--- config.mk ---
export PLATFORM = sky130hd
export DESIGN_NAME = ahb_lite_mem_slave
export DESIGN_NICKNAME = d
export VERILOG_FILES = /design/src/rtl/ahb_lite_mem_slave.sv
export SDC_FILE = /design/constraint.sdc
export NUM_CORES = 1
export LEC_CHECK = 0
export CAP_MARGIN = 20
export CORE_ASPECT_RATIO = 2
export CORE_UTILIZATION = 41
export CTS_CLUSTER_DIAMETER = 80
export CTS_CLUSTER_SIZE = 14
export DETAILED_ROUTE_END_ITERATION = 8
export GPL_TIMING_DRIVEN = 0
export PLACE_DENSITY = 0.94
export SLEW_MARGIN = 20
export SYNTH_ARGS = -nofsm -noshare
export SYNTH_HDL_FRONTEND = slang
export SYNTH_SLANG_ARGS = --single-unit
--- constraint.sdc ---
create_clock -name HCLK -period 3.75 [get_ports HCLK]
set_input_delay 0.5625 -clock HCLK [delete_from_list [all_inputs] [get_ports HCLK]]
set_output_delay 0.5625 -clock HCLK [all_outputs]
set_load 0.01 [all_outputs]
--- src/rtl/ahb_lite_mem_slave.sv ---
// rtl/ahb_lite_mem_slave.sv - AHB-Lite subordinate with wait states in front of a word-addressed memory
// Optional: `define AHB_MEM_SLAVE_ERR_RESP_EN for a two-cycle ERROR response on illegal transfers
module ahb_lite_mem_slave #(
  parameter int unsigned WAIT_STATES = 1,
  parameter int unsigned MEM_DEPTH   = 4096,
  parameter logic [31:0] BASE_ADDR   = 32'h0000_0000
) (
  input  logic        HCLK,
  input  logic        HRESET,
  input  logic        HSEL,
  input  logic [31:0] HADDR,
  input  logic [1:0]  HTRANS,
  input  logic        HWRITE,
  input  logic [2:0]  HSIZE,
  input  logic [31:0] HWDATA,
  input  logic        HREADY,
  output logic        HREADYOUT,
  output logic        HRESP,
  output logic [31:0] HRDATA,
  output logic [31:0] READ_addr,
  output logic        read_flag,
  input  logic [31:0] mem_rdata,
  output logic [31:0] WRITE_addr,
  output logic        write_flag,
  output logic [31:0] mem_wdata
);

`ifdef AHB_MEM_SLAVE_ERR_RESP_EN
  typedef enum logic [2:0] {S_IDLE, S_WAIT, S_ACCESS, S_ERR1, S_ERR2} state_t;
`else
  typedef enum logic [2:0] {S_IDLE, S_WAIT, S_ACCESS} state_t;
`endif

  localparam logic [32:0] LIMIT = {1'b0, BASE_ADDR} + (33'(MEM_DEPTH) * 33'd4);

  state_t      r_state;
  logic        r_hreadyout;
  logic        r_hresp;
  logic        r_read_flag;
  logic        r_write_flag;
  logic        r_pend_write;
  logic        r_pend_legal;
  logic [3:0]  r_wait_cnt;
  logic [31:0] r_read_addr;
  logic [31:0] r_write_addr;
  logic [31:0] r_hrdata;

  logic        w_accept;
  logic        w_legal;
  logic [31:0] w_index;
  logic        w_unused;

  assign w_unused = HTRANS[0];
  // Only IDLE, ACCESS and ERR2 drive HREADYOUT high, so they are the only states that take a new address phase.
  assign w_accept = HSEL && HREADY && HTRANS[1] && r_hreadyout;
  assign w_legal  = (HSIZE == 3'b010) && (HADDR[1:0] == 2'b00) &&
                    (HADDR >= BASE_ADDR) && ({1'b0, HADDR} < LIMIT);
  assign w_index  = (HADDR - BASE_ADDR) >> 2;

  assign HREADYOUT  = r_hreadyout;
  assign HRESP      = r_hresp;
  assign read_flag  = r_read_flag;
  assign write_flag = r_write_flag;
  assign READ_addr  = r_read_addr;
  assign WRITE_addr = r_write_addr;
  assign mem_wdata  = r_write_flag ? HWDATA : 32'h0;

  always_comb begin
    HRDATA = r_hrdata;
    if (r_read_flag)
      HRDATA = mem_rdata;
    else if ((r_state == S_ACCESS) && !r_pend_legal && !r_pend_write)
      HRDATA = 32'h0;
  end

  always_ff @(posedge HCLK) begin
    if (HRESET) begin
      r_state      <= S_IDLE;
      r_hreadyout  <= 1'b1;
      r_hresp      <= 1'b0;
      r_read_flag  <= 1'b0;
      r_write_flag <= 1'b0;
      r_pend_write <= 1'b0;
      r_pend_legal <= 1'b0;
      r_wait_cnt   <= '0;
      r_read_addr  <= '0;
      r_write_addr <= '0;
      r_hrdata     <= '0;
    end else begin
      if ((r_state == S_ACCESS) && !r_pend_write)
        r_hrdata <= HRDATA;
      r_read_flag  <= 1'b0;
      r_write_flag <= 1'b0;
      if (w_accept) begin
        r_pend_write <= HWRITE;
        r_pend_legal <= w_legal;
        r_wait_cnt   <= '0;
        if (w_legal && !HWRITE) r_read_addr  <= w_index;
        if (w_legal && HWRITE)  r_write_addr <= w_index;
`ifdef AHB_MEM_SLAVE_ERR_RESP_EN
        if (!w_legal) begin
          r_state     <= S_ERR1;
          r_hreadyout <= 1'b0;
          r_hresp     <= 1'b1;
        end else
`endif
        begin
          r_state      <= (WAIT_STATES == 0) ? S_ACCESS : S_WAIT;
          r_hreadyout  <= (WAIT_STATES == 0);
          r_hresp      <= 1'b0;
          r_read_flag  <= (WAIT_STATES == 0) && w_legal && !HWRITE;
          r_write_flag <= (WAIT_STATES == 0) && w_legal && HWRITE;
        end
      end else begin
        case (r_state)
          S_WAIT: begin
            if (r_wait_cnt == 4'(WAIT_STATES - 1)) begin
              r_state      <= S_ACCESS;
              r_hreadyout  <= 1'b1;
              r_read_flag  <= r_pend_legal && !r_pend_write;
              r_write_flag <= r_pend_legal && r_pend_write;
              r_wait_cnt   <= '0;
            end else begin
              r_wait_cnt <= r_wait_cnt + 4'd1;
            end
          end
`ifdef AHB_MEM_SLAVE_ERR_RESP_EN
          S_ERR1: begin
            r_state     <= S_ERR2;
            r_hreadyout <= 1'b1;
            r_hresp     <= 1'b1;
          end
`endif
          default: begin
            r_state     <= S_IDLE;
            r_hreadyout <= 1'b1;
            r_hresp     <= 1'b0;
          end
        endcase
      end
    end
  end

endmodule

== Word-level counts from Yosys, hierarchy flattened ==
Index checks and enable logic that the tools add are counted.

* Register bits after elaboration: 103
* Bits in latches: 0
* Memory bits (writable): 0
* Memory bits (read-only): 0
* Bits of input ports: 106
* Memories kept: 0

* Add/sub/neg operators: 1
* Multipliers: 0
* Div/mod/pow operators: 0
* Magnitude comparators: 2
* Equal/unequal tests: 4
* Shift operators: 0
* Mux-type cells: 10
* Bitwise logic cells: 2
* Reductions and logical operators: 23

{| class="wikitable"
|+ Operators by type and width
! kind !! number
|-
| $mux W32 || 3
|-
| $ge A32 B1 Y1 const B || 1
|-
| $lt A32 B15 Y1 const B || 1
|-
| $logic_and A1 B1 Y1 || 13
|-
| $mux W1 || 6
|-
| $add A4 B1 Y4 const B || 1
|-
| $logic_not A4 Y1 || 1
|-
| $mux W4 || 1
|-
| $reduce_and A2 Y1 || 2
|-
| $reduce_or A4 Y1 || 1
|-
| $eq A3 B2 Y1 const B || 1
|-
| $logic_not A1 Y1 || 3
|-
| $ne A3 B3 Y1 const B || 1
|-
| $reduce_or A3 Y1 || 1
|-
| $eq A2 B1 Y1 const B || 1
|-
| $eq A2 B2 Y1 const B || 1
|-
| $logic_not A2 Y1 || 1
|-
| $not A1 Y1 || 2
|-
| $reduce_or A2 Y1 || 1
|}

== Longest topological paths before layout ==
* Word-level depth: 6
* Gate-level depth with buffers: 6

== Worst setup path after synthesis ==
No wires, ideal clock.

* Kind: input -> register
* Start point: in HADDR[20]
* End point: reg r_read_addr[10], in the netlist READ_addr[10]
* Data arrival time: 1,986 ps
* Setup slack: 1,632 ps
* Stages: 5
* Path buffers: 1
* Cell sequence: or4_4 > or4_4 > buf_6 > o21ai_0 > a21oi_1

* Cells in the longest elaborated chain, start to end: 5

{| class="wikitable"
|+ RTL lines
! item !! line !! text
|-
| start, declared || 11 || <nowiki>input logic [31:0] HADDR,</nowiki>
|-
| $ge A32 B1 Y1 || 57 || <nowiki>(HADDR >= BASE_ADDR) && ({1'b0, HADDR} < LIMIT);</nowiki>
|-
| $logic_and A1 B1 Y1 || 56 || <nowiki>assign w_legal = (HSIZE == 3'b010) && (HADDR[1:0] == 2'b00) &&</nowiki>
|-
| $logic_and A1 B1 Y1 * || 57 ||
|-
| $logic_and A1 B1 Y1 * || 98 || <nowiki>if (w_legal && !HWRITE) r_read_addr <= w_index;</nowiki>
|-
| $reduce_and A2 Y1 (no source line) * || n/a ||
|-
| end signal, assigned || 98 ||
|-
| end, declared || 44 || <nowiki>logic [31:0] r_read_addr;</nowiki>
|}

Mark *: on every way between the ends. The rest lies on a longest branch, timed or not.
A chain may end at the register's enable or synchronous reset.

== Worst setup path after layout ==
* Start point: reg r_read_flag, in the netlist read_flag
* End point: out HRDATA[24]

* Cells in the longest elaborated chain, start to end: 1

{| class="wikitable"
|+ RTL lines
! item !! line !! text
|-
| start, declared || 39 || <nowiki>logic r_read_flag;</nowiki>
|-
| start signal, assigned || 111 || <nowiki>r_read_flag <= (WAIT_STATES == 0) && w_legal && !HWRITE;</nowiki>
|-
| start signal, assigned || 120 || <nowiki>r_read_flag <= r_pend_legal && !r_pend_write;</nowiki>
|-
| $mux W32 || 70 || <nowiki>if (r_read_flag)</nowiki>
|-
| end, declared || 19 || <nowiki>output logic [31:0] HRDATA,</nowiki>
|}

Every way passes these cells.

==> results.yml <==
outcome:
  status: "complete, no violations"
logic_synthesis:
  ys_seq_area_share_pct: 49.4
  synth_compound_area_share_pct: 20.2
  synth_top_family_by_area: "simple AND/OR/NAND/NOR gates"
  yosys.area_share.simple_pct: 23.2
  synth_edf_count: 0
  yosys_warnings: 0
  yosysMostFrequentCell: "dfxtp_1"
  yosys-top-cells-count: "103 x dfxtp_1, 49 x and2_1, 38 x nor2_1"
  synth_seq_cells: 103
  synthAdderAreaFrac_pct: 0.600
  yosysTopAreaCell: "dfxtp_1"
  ys_types: 32
  synthArstFlopShare_pct: 0
  synth_cells: 437
  synth_mux_area_share_pct: 0
  syn_area_per_cell_um2: 9.55
  yosys.area.top_type_share_pct: 49.4
  synth_area_um2: 4170
  synthTopCellsByArea: "dfxtp_1 49%, and2_1 7.3%, a22o_1 6.7%"
  synth_xor_area_share_pct: 0.630
  synth_flop_cell: "dfxtp_1"
place:
  io_buffers: 231
  placed_area_um2: 6660
  dp_cells: 804
  gp_congestion: 0.866
  hpwl_um: 10900
  preCtsSetupSlack_ps: 1060
detailed_routing:
  drc_errors: 0
  firstDrtPassIters: 5
  vias: 4281
  ant_nets: 0
  totalWireLength_um: 13600
  drt_iter0_markers: 206
  wl_per_cell_um: 16.6
  vias_per_cell: 5.22
clocking:
  clock-sinks: 103
  ctsHoldBuffers: 0
  cts_resized: 0
  cts_max_level: 3
  path_clk_slew_ps: 70
  numCtsBuffers: 9
  cts_tree: "yes"
  cts_buffer_depth: 2
  clock-root-buffer: "clkbuf_16"
  post-cts-setup-buffer-count: 0
  worstSkewPairLatency_ps: 340
sta:
  setup_viol: 0
  period_minus_slack_ps: 3050
  tightest_slew_ps: 650
  rsz0062_at_grt: "no"
  timing.slew.headroom_pct: 56.7
  skew_ps: 9.82
  fin_setup_tns_ps: 0
  maxSlewViolCount: 0
  finalHoldViolCount: 0
  fmax_ghz: 0.328
  min_period_over_period_pct: 81.4
  setup_slack_ps: 697
global_route:
  grt_pass1_wl_um: 20700
  grt_overflow: 0
  grt_max_degree: 19
  grt_usage_pct: 25.7
  grt_antenna_before_repair: 0
  first_global_vias: 4343
flow_run:
  maxCapViolCount: 0
layout:
  nets: 791
  fin_cells: 820
  drive_above_1_share_pct: 8.14
  diodes: 0
  final_util_pct: 70.7
  fillers: 731
  fin_area_um2: 6940
  area_growth_pct: 66.5
floorplanning:
  ios: 238
  initial_core_util_pct: 42.4
  die_height_um: 145
  std_cell_rows: 51
  dieArea_um2: 10600
  core-area_um2: 9830
  die_w_um: 73.3
critical_path:
  cp_data_arrival_time_ps: 2490
  critPathRequiredTime_ps: 3190
  cp-start-kind: "flip-flop"
  critPathMaxFanout: 10
  worst_setup_path_end_kind: "primary output"
  critical_path_class: "flip-flop to primary output"
pwr:
  irDropWorstVdd_mv: 0.300
  total_leakage_power_nw: 2.51
  p_per_area_nw_per_um2: 307
min_path:
  hold_class: "flip-flop to flip-flop"
==> final timing paths <==
check / start / slack (ps) / endpoint / cells past startpoint
hold reg to reg: WRITE_addr[16] / 460 / WRITE_addr[16] / 1
hold / removal: WRITE_addr[16] / 460 / WRITE_addr[16] / 1
setup / recovery: read_flag / 700 / HRDATA[24] / 5
setup reg to reg: HREADYOUT / 1820 / READ_addr[22] / 5
==> cells in the final DEF, fill, tap and decap left out, drive strengths merged <==
cell type	n
a21bo	1
a21oi	29
a22o	32
a22oi	32
a31oi	2
and2	69
and3	1
and4	2
buf	15
clkbuf	37
clkdlybuf4s50	231
clkinv	3
clkinvlp	1
conb	5
dfxtp	103
ha	2
inv	7
nand2	8
nand3	1
nand4	27
nor2	38
nor2b	1
nor3	3
nor3b	2
nor4	4
o21ai	25
or4	4
xnor2	1
xor2	2
==> power breakdown <==
part	switching (W)	internal [W]	leakage, nW
Combinational	0.0000628	0.000109	1.54
Clock	0.000409	0.000458	0.138
Sequential	0.00000121	0.00109	0.829
==> cell families (layout without fill, tap and decap cells) <==
logic type | Yosys count | in the layout
AND/OR/NAND/NOR | 160 | 160
AO/OA/AOI/OAI | 121 | 121
flip-flops | 103 | 103
buffers and inverters | 47 | 294
XOR/XNOR | 3 | 3
adder cells (fa/ha/maj) | 2 | 2
other | 1 | 5
==> area by class of cell <==
cell class	count	area, um^2	share of cell area, %
timing repair buffer	231	2310	33.3
sequential	103	2060	29.7
multi-input combinational	291	1880	27.1
buffer	43	226	3.26
clock buffer	9	225	3.24
tap	132	165	2.38
clock inverter	7	55.1	0.793
inverter	4	15.0	0.216
==> routing by layer <==
metal / wire length (um) / global-route usage, % / vias up
li1: - / - / 2035
met1: 4170 / 21.7 / 1955
met2: 7710 / 51.4 / 242
met3: 1140 / 5.75 / 49
met4: 621 / 15.9 / 0
met5: 0 / 0 / -
==> sequential cells by signal (all words and copies together), names as in the netlist <==
| name | count |
|---|---|
| HREADYOUT | 1 |
| READ_addr | 30 |
| WRITE_addr | 30 |
| r_hrdata | 32 |
| r_pend_legal | 1 |
| r_pend_write | 1 |
| r_state | 2 |
| r_wait_cnt | 4 |
| read_flag | 1 |
| write_flag | 1 |
==> critical path, cell delays in order, from the launching register on <==
cell and delay, ps:
dfxtp_1 340, clkbuf_1 190, a21oi_1 380, clkbuf_1 390
a22o_1 290, clkdlybuf4s50_1 570
==> stage by stage <==
step	hold WS [ps]	total power (W)
floorplan	435	0.00116
global placement	442	0.00129
detailed placement	446	0.00129
CTS	468	0.00215
global route	485	0.00221
finish	461	0.00214
Note: power is estimated with default switching activity, not from simulation.
